### src/rtl/evm_multi_party_core.sv
// evm_multi_party_core
//   Parametrised voting core. An officer unlocks the machine, and each voter then
//   gets one ballot. Per-voter duplicates are blocked by a bitmap. Tallies and the
//   total saturate. A result phase registers the winner index and a tie flag.
//
//   Optional feature: define EVM_TIMEOUT_EN to close an unanswered ballot after
//   TIMEOUT_CYC cycles. The voter is not marked, so the same ID may vote again.
//
// Ports
//   clk, reset             rising-edge clock; asynchronous active-low reset
//   mode                   1 = voting, 0 = result
//   officer_id             unlock ID, checked in IDLE
//   voter_id/voter_valid   voter ID and its one-cycle qualifier
//   push                   party buttons, bit i = party i
//   show_result            result request (mode = 0)
//   reset_id/system_reset  authorised clear-all, honoured in RESULT only
//   status_led             machine unlocked (READY or BALLOT)
//   ballot_open            BALLOT state
//   vote_accepted          pulse: vote counted
//   vote_rejected          pulse: voter refused (or ballot timed out)
//   vote_count             flattened tallies, party i at [i*CNT_W +: CNT_W]
//   total_voting           accepted vote count
//   winner/winner_valid    winning index, valid in RESULT
//   tie                    max tally shared (RESULT only)
module evm_multi_party_core #(
  parameter int unsigned       N_PARTIES   = 4,
  parameter int unsigned       ID_W        = 5,
  parameter int unsigned       CNT_W       = 6,
  parameter int unsigned       TOTAL_W     = 8,
  parameter logic [ID_W-1:0]   OFFICER_ID  = 5'b11111,
  parameter logic [ID_W-1:0]   RESET_ID    = 5'b11110,
  parameter int unsigned       TIMEOUT_CYC = 255
) (
  input  logic                             clk,
  input  logic                             reset,
  input  logic                             mode,
  input  logic [ID_W-1:0]                  officer_id,
  input  logic [ID_W-1:0]                  voter_id,
  input  logic                             voter_valid,
  input  logic [N_PARTIES-1:0]             push,
  input  logic                             show_result,
  input  logic [ID_W-1:0]                  reset_id,
  input  logic                             system_reset,
  output logic                             status_led,
  output logic                             ballot_open,
  output logic                             vote_accepted,
  output logic                             vote_rejected,
  output logic [N_PARTIES*CNT_W-1:0]       vote_count,
  output logic [TOTAL_W-1:0]               total_voting,
  output logic [$clog2(N_PARTIES)-1:0]     winner,
  output logic                             winner_valid,
  output logic                             tie
);

  localparam int unsigned WIN_W = $clog2(N_PARTIES);
  localparam int unsigned N_IDS = 2**ID_W;
  localparam logic [CNT_W-1:0]   CNT_ONE   = {{(CNT_W-1){1'b0}}, 1'b1};
  localparam logic [TOTAL_W-1:0] TOTAL_ONE = {{(TOTAL_W-1){1'b0}}, 1'b1};

  if (N_PARTIES < 2 || N_PARTIES > 16 || TIMEOUT_CYC < 1) begin : g_bad_params
    $error("evm_multi_party_core: N_PARTIES must be 2..16 and TIMEOUT_CYC >= 1");
  end

  typedef enum logic [1:0] {IDLE, READY, BALLOT, RESULT} state_t;

  state_t                              state_q, state_d;
  logic [N_PARTIES-1:0][CNT_W-1:0]     tally_q, tally_d;
  logic [TOTAL_W-1:0]                  total_q, total_d;
  logic [N_IDS-1:0]                    bitmap_q, bitmap_d;
  logic [ID_W-1:0]                     id_q, id_d;
  logic                                acc_q, acc_d;
  logic                                rej_q, rej_d;
  logic                                status_q, status_d;
  logic                                ballot_q, ballot_d;
  logic [WIN_W-1:0]                    winner_q, winner_d;
  logic                                wvalid_q, wvalid_d;
  logic                                tie_q, tie_d;

  logic [N_PARTIES-1:0] push_clean;
  logic                 push_one_hot;
  logic [WIN_W-1:0]     push_idx;
  logic [WIN_W-1:0]     best_idx;
  logic [CNT_W-1:0]     best_cnt;
  logic [4:0]           max_hits;
  logic                 tie_now;
  logic                 id_ok;

`ifdef EVM_TIMEOUT_EN
  localparam int unsigned TO_W = $clog2(TIMEOUT_CYC + 1);
  logic [TO_W-1:0] to_q, to_d;
  logic            to_expired;
  assign to_expired = (to_q == TO_W'(TIMEOUT_CYC - 1));
`endif

  // case compares with 4-state identity in simulation, so X/Z buttons read as 0.
  always_comb begin
    push_clean = '0;
    for (int unsigned i = 0; i < N_PARTIES; i++) begin
      case (push[i])
        1'b1:    push_clean[i] = 1'b1;
        default: push_clean[i] = 1'b0;
      endcase
    end
  end

  assign push_one_hot = $onehot(push_clean);

  always_comb begin
    push_idx = '0;
    for (int unsigned i = 0; i < N_PARTIES; i++) begin
      if (push_clean[i]) push_idx = WIN_W'(i);
    end
  end

  // Strict '>' keeps the lowest index on equal tallies.
  always_comb begin
    best_idx = '0;
    best_cnt = tally_q[0];
    for (int unsigned i = 1; i < N_PARTIES; i++) begin
      if (tally_q[i] > best_cnt) begin
        best_cnt = tally_q[i];
        best_idx = WIN_W'(i);
      end
    end
    max_hits = '0;
    for (int unsigned i = 0; i < N_PARTIES; i++) begin
      if (tally_q[i] == best_cnt) max_hits = max_hits + 5'd1;
    end
    tie_now = (max_hits >= 5'd2);
  end

  assign id_ok = !bitmap_q[voter_id] && (voter_id != OFFICER_ID) && (voter_id != RESET_ID);

  always_comb begin
    state_d  = state_q;
    tally_d  = tally_q;
    total_d  = total_q;
    bitmap_d = bitmap_q;
    id_d     = id_q;
    winner_d = winner_q;
    tie_d    = tie_q;
    acc_d    = 1'b0;
    rej_d    = 1'b0;
`ifdef EVM_TIMEOUT_EN
    to_d     = (state_q == BALLOT) ? to_q + TO_W'(1) : '0;
`endif

    case (state_q)
      IDLE: begin
        if (mode && officer_id == OFFICER_ID) begin
          state_d = READY;
        end else if (!mode && show_result) begin
          state_d  = RESULT;
          winner_d = best_idx;
          tie_d    = tie_now;
        end
      end
      READY: begin
        if (!mode) begin
          state_d = IDLE;
        end else if (voter_valid) begin
          if (id_ok) begin
            state_d = BALLOT;
            id_d    = voter_id;
          end else begin
            rej_d = 1'b1;
          end
        end
      end
      BALLOT: begin
        if (!mode) begin
          state_d = IDLE;
        end else if (push_one_hot) begin
          if (tally_q[push_idx] != '1) tally_d[push_idx] = tally_q[push_idx] + CNT_ONE;
          if (total_q != '1) total_d = total_q + TOTAL_ONE;
          bitmap_d[id_q] = 1'b1;
          acc_d          = 1'b1;
          state_d        = READY;
        end
`ifdef EVM_TIMEOUT_EN
        else if (to_expired) begin
          rej_d   = 1'b1;
          state_d = READY;
        end
`endif
      end
      RESULT: begin
        if (system_reset && reset_id == RESET_ID) begin
          tally_d  = '0;
          total_d  = '0;
          bitmap_d = '0;
          state_d  = IDLE;
        end else if (mode) begin
          state_d = IDLE;
        end
      end
      default: state_d = IDLE;
    endcase

    if (state_d != RESULT) tie_d = 1'b0;
    wvalid_d = (state_d == RESULT);
    status_d = (state_d == READY) || (state_d == BALLOT);
    ballot_d = (state_d == BALLOT);
  end

  always_ff @(posedge clk or negedge reset) begin
    if (!reset) begin
      state_q  <= IDLE;
      tally_q  <= '0;
      total_q  <= '0;
      bitmap_q <= '0;
      id_q     <= '0;
      acc_q    <= 1'b0;
      rej_q    <= 1'b0;
      status_q <= 1'b0;
      ballot_q <= 1'b0;
      winner_q <= '0;
      wvalid_q <= 1'b0;
      tie_q    <= 1'b0;
`ifdef EVM_TIMEOUT_EN
      to_q     <= '0;
`endif
    end else begin
      state_q  <= state_d;
      tally_q  <= tally_d;
      total_q  <= total_d;
      bitmap_q <= bitmap_d;
      id_q     <= id_d;
      acc_q    <= acc_d;
      rej_q    <= rej_d;
      status_q <= status_d;
      ballot_q <= ballot_d;
      winner_q <= winner_d;
      wvalid_q <= wvalid_d;
      tie_q    <= tie_d;
`ifdef EVM_TIMEOUT_EN
      to_q     <= to_d;
`endif
    end
  end

  assign status_led    = status_q;
  assign ballot_open   = ballot_q;
  assign vote_accepted = acc_q;
  assign vote_rejected = rej_q;
  assign vote_count    = tally_q;
  assign total_voting  = total_q;
  assign winner        = winner_q;
  assign winner_valid  = wvalid_q;
  assign tie           = tie_q;

endmodule
### config.mk
export PLATFORM = sky130hd
export DESIGN_NAME = evm_multi_party_core
export DESIGN_NICKNAME = d
export VERILOG_FILES = /design/src/rtl/evm_multi_party_core.sv
export SDC_FILE = /design/constraint.sdc
export NUM_CORES = 1
export LEC_CHECK = 0
export CAP_MARGIN = 30
export CORE_MARGIN = 2
export CORE_UTILIZATION = 61
export CTS_CLUSTER_SIZE = 12
export DETAILED_ROUTE_END_ITERATION = 7
export GPL_ROUTABILITY_DRIVEN = 0
export GPL_TIMING_DRIVEN = 0
export PLACE_DENSITY_LB_ADDON = 0.1
export SETUP_SLACK_MARGIN = 0.3
export SLEW_MARGIN = 10
export SYNTH_ARGS = -nofsm -noshare
export SYNTH_HDL_FRONTEND = slang
export SYNTH_SLANG_ARGS = --single-unit
### constraint.sdc
create_clock -name clk -period 10 [get_ports clk]
set_input_delay 1 -clock clk [delete_from_list [all_inputs] [get_ports clk]]
set_output_delay 1 -clock clk [all_outputs]
set_load 0.005 [all_outputs]
==> summary.txt, run 1 <==
Flow run
  – Maximum Capacitance Violations: 0

Worst setup path
  – Crit Path Category: register to register
  – Startpoint Class: register
  – CP most frequent cell: ha_1
  – Worst Path Arrival: 7.99 ns
  – CP max stage delay: 0.55 ns
  – Critical Path Fanout Max: 10
  – Crit path capture type: register
  – R2R cell count: 32
  – CP required: 10.24 ns
  – Slowest-stage cell, CP: nor4_1

Clock tree
  – Clock edge transition at the registers on the reported setup and hold paths: 0.08 ns
  – CTS resizes: 0
  – Worst-case clock buffer depth: 2
  – CTS root buf: clkbuf_8
  – Sinks on the clock net: 77
  – Hold_buf cts: 0
  – Clk_lat worst skew: 0.35 ns
  – CTS Buf Count: 9
  – H-tree depth: 3
  – CTS tree: built
  – Number of setup buffers added after CTS: 0

Detailed routing
  – DR iter-0 viols: 356
  – Pre-antenna DRT Iters: 5
  – DRC viols: 0
  – Vias: 4570
  – WL per Instance: 18.15 um
  – DRT Wirelength: 13380 um
  – Antenna Violating Nets Remaining: 0
  – Vias/cell: 6.201

Global routing
  – First-pass GRT wire length: 21970 um
  – Number of global-route vias before repair: 4564
  – Met2 usage: 56.04%
  – Initial antenna violation count: 0
  – GRT Total Usage: 31.63%
  – Met1 usage: 37.70%
  – Total gr overflow: 0
  – Most crowded layer after global routing: met2
  – Met3 Track Usage GR: 4.190%
  – Largest net degree at the start of global routing: 44

Placement
  – Post-DP HPWL: 9952 um
  – Post-DP Area: 5819 um^2
  – PortBufs: 60
  – Pre-CTS WS: 2.437 ns

Timing
  – Setup repair after global routing missed its margin: no
  – Setup TNS Final: 0 ns
  – Final Worst Setup Slack: 2.252 ns
  – Final slew viol count: 0
  – Clk_skew: 0.004500 ns
  – Final Hold Viols: 0
  – Worst Tran Pin Value: 0.8730 ns
  – Tcrit/Tclk final: 77.48%
  – Rel. slew slack: 41.35%
  – Fmax: 129.1 MHz
  – Minimum clock period: 7.748 ns
  – Final setup viols: 0

Layout
  – Fin util: 74.17%
  – Number of fill cells: 619
  – Nets: 680
  – Design area: 6033 um^2
  – Share of post-route cells with drive strength above 1: 9.335%
  – FF+latch area: 1927 um^2
  – Antenna Diode Count: 0
  – Area of the multi-input gates: 2914 um^2
  – Area Overhead vs Synth: 19.00%

Hold path
  – Worst hold stages: 2
  – Worst hold-check path type: register to register

Run status
  – Status: completed

Yosys
  – Top cell types by occurrence after synthesis: dfrtp_1, nor2_1, a21oi_1
  – FF+latch count, synth: 77
  – Total number of yosys warnings: 0
  – Count leader, synth: dfrtp_1
  – Netlist cell types: 61
  – Post-synthesis sequential area ratio: 38.01%
  – Cell area after synthesis: 5070 um^2
  – Syn_nets: 608
  – Post-Syn Instances: 555
  – Top cell type's share of synthesized area: 38.01%
  – EDFF count, synth: 0
  – Synth top area cells: dfrtp_1, ha_1, a21oi_1
  – Avg Synthesized Cell Area: 9.135 um^2
  – Prevailing post-synth register cell: dfrtp_1
  – Post-synth top area cell: dfrtp_1
  – Post-synth ARST share: 100.0%

Power and ir drop
  – Static leakage: 2.610 nW
  – Peak VDD IR: 0.2383 mV
  – Power Dens Cells: 381.7 nW/um^2

Floorplanning
  – Die Footprint: 9056 um^2
  – Die span in y: 95.17 um
  – Total core area: 8134 um^2
  – Io pins: 65
  – Initial Util: 62.33%
  – Die Wd: 95.17 um
  – Row cnt: 33
path summary, 6_finish.rpt:
kind                               startpoint               to  slack, ns
worst max-delay path            vote_count[5]              tie       2.25
worst min-delay path             bitmap_q[21]     bitmap_q[21]       0.50
worst max register to register  vote_count[5]              tie       2.25
worst min register to register   bitmap_q[21]     bitmap_q[21]       0.50
max in group asynchronous               reset    vote_rejected       8.85
min in group asynchronous               reset  total_voting[0]       0.59
cell type report:
class,count,share of cell area [%]
repair buffers,61,10.24
well taps,105,2.178
plain buffers,21,1.680
clock inverters,7,1.493
multi-input cells,423,48.30
flip-flops and latches,77,31.94
clock buffers,9,2.053
inverters,34,2.115
power breakdown:
part           leakage [nW]  internal, mW  total, mW  switching [mW]
Sequential             1.04         0.380      0.450          0.0694
Combinational          1.46         0.690       1.60           0.908
Clock                 0.105         0.139      0.255           0.116
worst max-delay path, delay by kind of cell (launching register included):
| family | cells | cell delay (ns) |
|---|---|---|
| adders and majority gates | 5 | 1.54 |
| and+or+nand+nor | 8 | 1.63 |
| buffers and inverters | 5 | 0.96 |
| DFF | 1 | 0.52 |
| xor gates and xnor gates | 2 | 0.31 |
| AOI/OAI and AO/OA | 12 | 2.69 |
layer usage:
layer  routed length (um)  share of wire, %  vias up
met4                  486               3.6        0
met1                 5218                39     2245
met5                    0                 0        -
li1                     -                 -     2126
met3                  640               4.8       44
met2                 7034                53      155
through the flow:
| step | total power, mW | hold WS [ns] | instances |
|---|---|---|---|
| floorplan | 1.628 | 0.4573 | 555 |
| CTS | 2.281 | 0.5038 | 737 |
| global placement | 1.948 | 0.4713 | 720 |
| finish | 2.303 | 0.5039 | 737 |
| detailed placement | 2.024 | 0.4867 | 721 |
| global route | 2.471 | 0.5317 | 737 |
kinds of logic (layout without fill, tap and decap cells):
logic type	Yosys count	count (layout)	share of synthesized area, %
simple gates	194	194	18.93
compound gates	146	146	18.41
flops	77	77	38.01
mux	27	27	8.243
xor+xnor	28	28	4.837
fa+ha+maj	28	28	7.058
buf+inv	55	132	4.516
registers in the layout (all words and copies together), names as in the netlist, 2 cells and up:
| register | count |
|---|---|
| bitmap_q | 30 |
| id_q | 5 |
| state_q | 2 |
| total_voting | 8 |
| vote_count | 24 |
| winner | 2 |
placed cells by master, fill, tap and decap left out, types with 6 or more instances in the layout:
cell type	count
dfrtp_1	77
nor2_1	59
clkdlybuf4s50_1	59
a21oi_1	54
nand2_1	40
inv_1	33
nand3_1	31
ha_1	27
o21ai_0	21
o21ai_1	20
xnor2_1	17
clkbuf_1	12
mux2i_1	11
nor3_1	11
xor2_1	11
clkbuf_8	9
nor2b_1	8
mux4_2	8
and2_1	7
o21a_1	6
nand2b_1	6
nand4_1	6
buf_2	6
a31oi_1	6
Power figures use the tool's default switching activity.
==> run 2, diff against run 1 <==
--- a/config.mk
+++ b/config.mk
@@ -7,7 +7,7 @@
 export LEC_CHECK = 0
 export CAP_MARGIN = 30
 export CORE_MARGIN = 2
-export CORE_UTILIZATION = 61
+export CORE_UTILIZATION = 51
 export CTS_CLUSTER_SIZE = 12
 export DETAILED_ROUTE_END_ITERATION = 7
 export GPL_ROUTABILITY_DRIVEN = 0
==> constraint.sdc (replaced) <==
create_clock -name clk -period 7.1 [get_ports clk]
set_input_delay 0.71 -clock clk [delete_from_list [all_inputs] [get_ports clk]]
set_output_delay 0.71 -clock clk [all_outputs]
set_load 0.005 [all_outputs]
==> summary.txt, run 2 (synthesis results as in run 1) <==
Floorplanning
  – Die span in y: 103.7 um
  – Die Footprint: 10750 um^2
  – Total core area: 9729 um^2
  – Row cnt: 36
  – Io pins: 65
  – Initial Util: 52.11%
  – Die Wd: 103.7 um

Layout
  – Number of fill cells: 813
  – Area of the multi-input gates: 3083 um^2
  – Commonest non-fill, non-tap cells in the layout: dfrtp_1, nor2_1, clkdlybuf4s50_1
  – Register name with the most flops: bitmap_q
  – Fin util: 66.68%
  – Nets: 710
  – Antenna Diode Count: 0
  – Area Overhead vs Synth: 27.96%
  – FF+latch area: 1936 um^2
  – Share of post-route cells with drive strength above 1: 16.94%
  – Max reg flops: 30
  – Leading cell type in the layout, fill and taps excluded: dfrtp_1

Global routing
  – Total gr overflow: 0
  – GRT Total Usage: 25.75%
  – Number of global-route vias before repair: 4599
  – Met3 Track Usage GR: 4.846%
  – Largest net degree at the start of global routing: 50
  – First-pass GRT wire length: 22110 um
  – Most crowded layer after global routing: met2
  – Met1 usage: 30.07%
  – Initial antenna violation count: 0
  – Met2 usage: 45.60%

Clock tree
  – Hold_buf cts: 0
  – H-tree depth: 3
  – Sinks on the clock net: 77
  – Clk_lat worst skew: 0.35 ns
  – CTS Buf Count: 9
  – CTS root buf: clkbuf_8
  – Clock edge transition at the registers on the reported setup and hold paths: 0.08 ns
  – Worst-case clock buffer depth: 2
  – CTS tree: built

Timing
  – Rel. slew slack: 45.11%
  – Minimum clock period: 6.646 ns
  – Setup TNS Final: 0 ns
  – Tcrit/Tclk final: 93.61%
  – Final setup viols: 0
  – Final Hold Viols: 0
  – Clk_skew: 0.009290 ns
  – Final slew viol count: 0
  – Worst Hold Slack: 0.2765 ns
  – Setup repair after global routing missed its margin: no
  – Worst Tran Pin Value: 0.8170 ns
  – Fmax: 150.5 MHz

Worst setup path
  – CP required: 7.38 ns
  – Critical Path Fanout Max: 6
  – Slowest-stage cell, CP: or4_4
  – CP max stage delay: 0.56 ns
  – Worst Path Arrival: 6.92 ns
  – Startpoint Class: register
  – Crit path capture type: register
  – Worst reg2reg setup slack: 0.45 ns
  – Crit Path Category: register to register

Power and ir drop
  – Clk pwr share: 9.2%
  – Static leakage: 2.779 nW
  – Int Pwr: 2.105 mW
  – Reg power frac: 16.5%
  – Power Dens Cells: 592.6 nW/um^2
  – Switch Pwr: 1.740 mW
  – Peak VDD IR: 0.5460 mV
  – Combinational Power Share: 74.3%
  – Switching Fraction: 45.25%

Detailed routing
  – Vias/cell: 5.863
  – Pre-antenna DRT Iters: 5
  – DRT Wirelength: 14070 um
  – Antenna Violating Nets Remaining: 0
  – WL per Instance: 17.72 um
  – Vias: 4655
  – DR iter-0 viols: 322
  – DRC viols: 0

Placement
  – Post-DP HPWL: 10080 um
  – PortBufs: 60

Hold path
  – Worst hold-check path type: input port to async pin

Run status
  – Status: completed

Flow run
  – Maximum Capacitance Violations: 0
[run 2: changes by cell type in the layout (fill, tap and decap cells not counted), moves of 4 or more]
| cell | delta |
|---|---|
| nand3_1 | -4 |
| nand3_2 | +4 |
| dfrtp_1 | -7 |
| buf_4 | +26 |
| dfrtp_2 | +7 |
[run 2: final cells by class]
type	instances	area share, %
flip-flops and latches	77	29.84
repair buffers	91	13.23
well taps	133	2.565
clock buffers	11	2.025
multi-input cells	423	47.52
plain buffers	21	1.716
clock inverters	4	1.138
inverters	34	1.967
[run 2: path summary, 6_finish.rpt]
check / start / cells after the start / end
min reg2reg: bitmap_q[17] / 2 / bitmap_q[17]
max reg2reg: vote_count[11] / 31 / tie
min: reset / 1 / total_voting[2]
max: vote_count[11] / 31 / tie
min in group clk: bitmap_q[17] / 2 / bitmap_q[17]
max in group asynchronous: reset / 2 / vote_count[8]
[run 2: power groups by stage]
stage | Combinational, mW | Clock (mW) | Sequential, mW
after global routing | 3.07 | 0.377 | 0.646
after global placement | 2.12 | 0 | 0.634
final | 2.86 | 0.353 | 0.633
after CTS | 2.32 | 0.359 | 0.630
after floorplan | 1.68 | 0 | 0.613
after detailed placement | 2.20 | 0 | 0.637
[run 2: through the flow]
stage / setup slack (ns) / instance area (um^2) / power [mW] / instances
floorplan: 0.7577 / 5070 / 2.293 / 555
global placement: -0.3287 / 5837 / 2.758 / 748
detailed placement: -0.4872 / 5862 / 2.841 / 749
CTS: 0.3341 / 6156 / 3.313 / 768
global route: 0.2362 / 6487 / 4.095 / 794
finish: 0.4537 / 6487 / 3.845 / 794
[run 2: metal layers]
layer / vias up / wire (um)
met5: - / 0
met4: 0 / 427
met3: 32 / 574
met2: 147 / 7277
met1: 2287 / 5793
li1: 2189 / -
[run 2: critical path: cells and delay by family, from the launching register on]
family,cells,cell delay (ns)
simple gates,9,1.87
compound gates,9,1.66
fa+ha+maj,5,1.25
xor+xnor,1,0.19
mux,1,0.31
flops,1,0.49
buf+inv,6,0.79
[run 2: what timing repair did]
| action | 4_1_cts | 5_1_grt |
|---|---|---|
| pin swaps | 3 | 14 |
| buffers inserted | 4 | 24 |
| cloned | 0 | 2 |
| endpoints found under the setup margin | 1 | 1 |
| resized for setup | 11 | 27 |
==> run 3, diff against run 2 <==
--- a/config.mk
+++ b/config.mk
@@ -7,9 +7,9 @@
 export LEC_CHECK = 0
 export CAP_MARGIN = 30
 export CORE_MARGIN = 2
-export CORE_UTILIZATION = 51
-export CTS_CLUSTER_SIZE = 12
+export CORE_UTILIZATION = 58
 export DETAILED_ROUTE_END_ITERATION = 7
+export DONT_BUFFER_PORTS = 1
 export GPL_ROUTABILITY_DRIVEN = 0
 export GPL_TIMING_DRIVEN = 0
 export PLACE_DENSITY_LB_ADDON = 0.1
==> summary.txt, run 3 (synthesis results as in run 1) <==
Detailed routing
  – DR iter-0 viols: 365
  – WL per Instance: 19.51 um
  – DR WL met3: 669 um
  – DRC viols: 0
  – Vias/cell: 6.271
  – DRT Wirelength: 13680 um
  – Max layer used: met4
  – Pre-antenna DRT Iters: 5
  – M1 wire length: 5381 um
  – Vias: 4396
  – Antenna Violating Nets Remaining: 0
  – Met2 WL post-DR: 7045 um

Power and ir drop
  – Static leakage: 2.511 nW
  – Tot Pwr: 3.785 mW
  – Peak VDD IR: 0.3960 mV
  – Switching Fraction: 45.63%
  – Clk pwr share: 10.5%
  – Switch Pwr: 1.727 mW
  – Reg power frac: 17.0%
  – Int Pwr: 2.058 mW
  – Combinational Power Share: 72.5%
  – Power Dens Cells: 653.3 nW/um^2

Global routing
  – GRT Total Usage: 28.98%
  – Total gr overflow: 0
  – Number of global-route vias before repair: 4456
  – Largest net degree at the start of global routing: 78
  – Initial antenna violation count: 0
  – First-pass GRT wire length: 21980 um

Worst setup path
  – Crit Path Category: register to register
  – Crit path capture type: register
  – Slowest-stage cell, CP: dfrtp_1
  – CP top delay family: compound AO/OA/AOI/OAI gates
  – Worst Path Arrival: 6.78 ns
  – Startpoint Class: register
  – CP most frequent cell: ha_1
  – R2R cell count: 31
  – Buf+Inv Stages, Crit Path: 4
  – Levels on crit path: 31
  – Critical Path Fanout Max: 6
  – CP max stage delay: 0.52 ns
  – CP required: 7.34 ns

Layout
  – Max reg flops: 30
  – Number of fill cells: 707
  – Leading cell type in the layout, fill and taps excluded: dfrtp_1
  – Commonest non-fill, non-tap cells in the layout: dfrtp_1, nor2_1, a21oi_1
  – Nets: 641
  – Antenna Diode Count: 0
  – Share of post-route cells with drive strength above 1: 17.88%
  – Area Overhead vs Synth: 14.26%
  – Register name with the most flops: bitmap_q

Clock tree
  – Clock edge transition at the registers on the reported setup and hold paths: 0.09 ns
  – Hold_buf cts: 0
  – Sinks on the clock net: 77
  – CTS tree: built
  – Clk_lat worst skew: 0.35 ns
  – CTS root buf: clkbuf_8
  – Worst-case clock buffer depth: 2
  – H-tree depth: 3
  – CTS Buf Count: 9

Timing
  – Final setup viols: 0
  – Worst Tran Pin Value: 0.8887 ns
  – Rel. slew slack: 40.30%
  – Clk_skew: 0.01013 ns
  – Final Worst Setup Slack: 0.5627 ns
  – Minimum clock period: 6.537 ns
  – Setup repair after global routing missed its margin: no
  – Final slew viol count: 0
  – Tcrit/Tclk final: 92.08%
  – Final Hold Viols: 0
  – Fmax: 153.0 MHz
  – Worst Hold Slack: 0.03980 ns

Floorplanning
  – Io pins: 65
  – Total core area: 8593 um^2
  – Die Footprint: 9505 um^2
  – Die span in y: 97.50 um
  – Initial Util: 59.00%
  – Row cnt: 34
  – Die Wd: 97.50 um

Hold path
  – Worst hold-check path type: input port to async pin

Run status
  – Status: completed

Placement
  – PortBufs: 0
  – Pre-CTS WS: -0.4610 ns
  – Post-DP HPWL: 9382 um

Flow run
  – Maximum Capacitance Violations: 0
==> run 3: worst paths after layout <==
path	startpoint	slack (ns)	to
max	vote_count[9]	0.56	tie
min	reset	0.04	vote_count[10]
max reg2reg	vote_count[9]	0.56	tie
min reg2reg	bitmap_q[5]	0.50	bitmap_q[5]
max in group asynchronous	reset	6.93	vote_count[20]
min in group clk	voter_id[3]	0.49	id_q[3]
==> run 3: final cells by class <==
type	instances	area (um^2)	share of cell area [%]
clock buffers	10	127.6	2.203
well taps	108	135.1	2.333
plain buffers	21	111.4	1.922
clock inverters	6	111.4	1.922
repair buffers	22	166.4	2.873
multi-input cells	423	3079	53.15
flip-flops and latches	77	1934	33.39
inverters	34	127.6	2.203
==> run 3: stage by stage <==
step	TNS [ns]	instances	utilization [%]	instance area, um^2
after floorplan	0	555	-	5070
after global placement	-0.3338	663	60.57	5205
after detailed placement	-0.4610	663	60.57	5205
after CTS	0	686	64.62	5553
after global routing	0	701	67.41	5793
final	0	701	67.41	5793
==> run 3: power groups by stage <==
stage / sequential, mW / clock (mW) / combinational, mW
after floorplan: 0.613 / 0 / 1.68
after global placement: 0.642 / 0 / 2.03
after detailed placement: 0.647 / 0 / 2.09
after CTS: 0.640 / 0.402 / 2.32
after global routing: 0.657 / 0.421 / 2.98
final: 0.644 / 0.399 / 2.74
==> run 3: layer usage <==
metal / track usage, % / vias to the layer above
met4: 15.49 / 0
li1: - / 2048
met1: 34.86 / 2167
met2: 48.81 / 129
met3: 6.043 / 52
met5: 0 / -
==> run 3: timing repair <==
item / 4_1_cts / 5_1_grt
cloned: 0 / 2
gates resized for setup: 13 / 29
pin swaps: 4 / 7
setup buffers: 7 / 13
endpoints found under the setup margin: 1 / 1
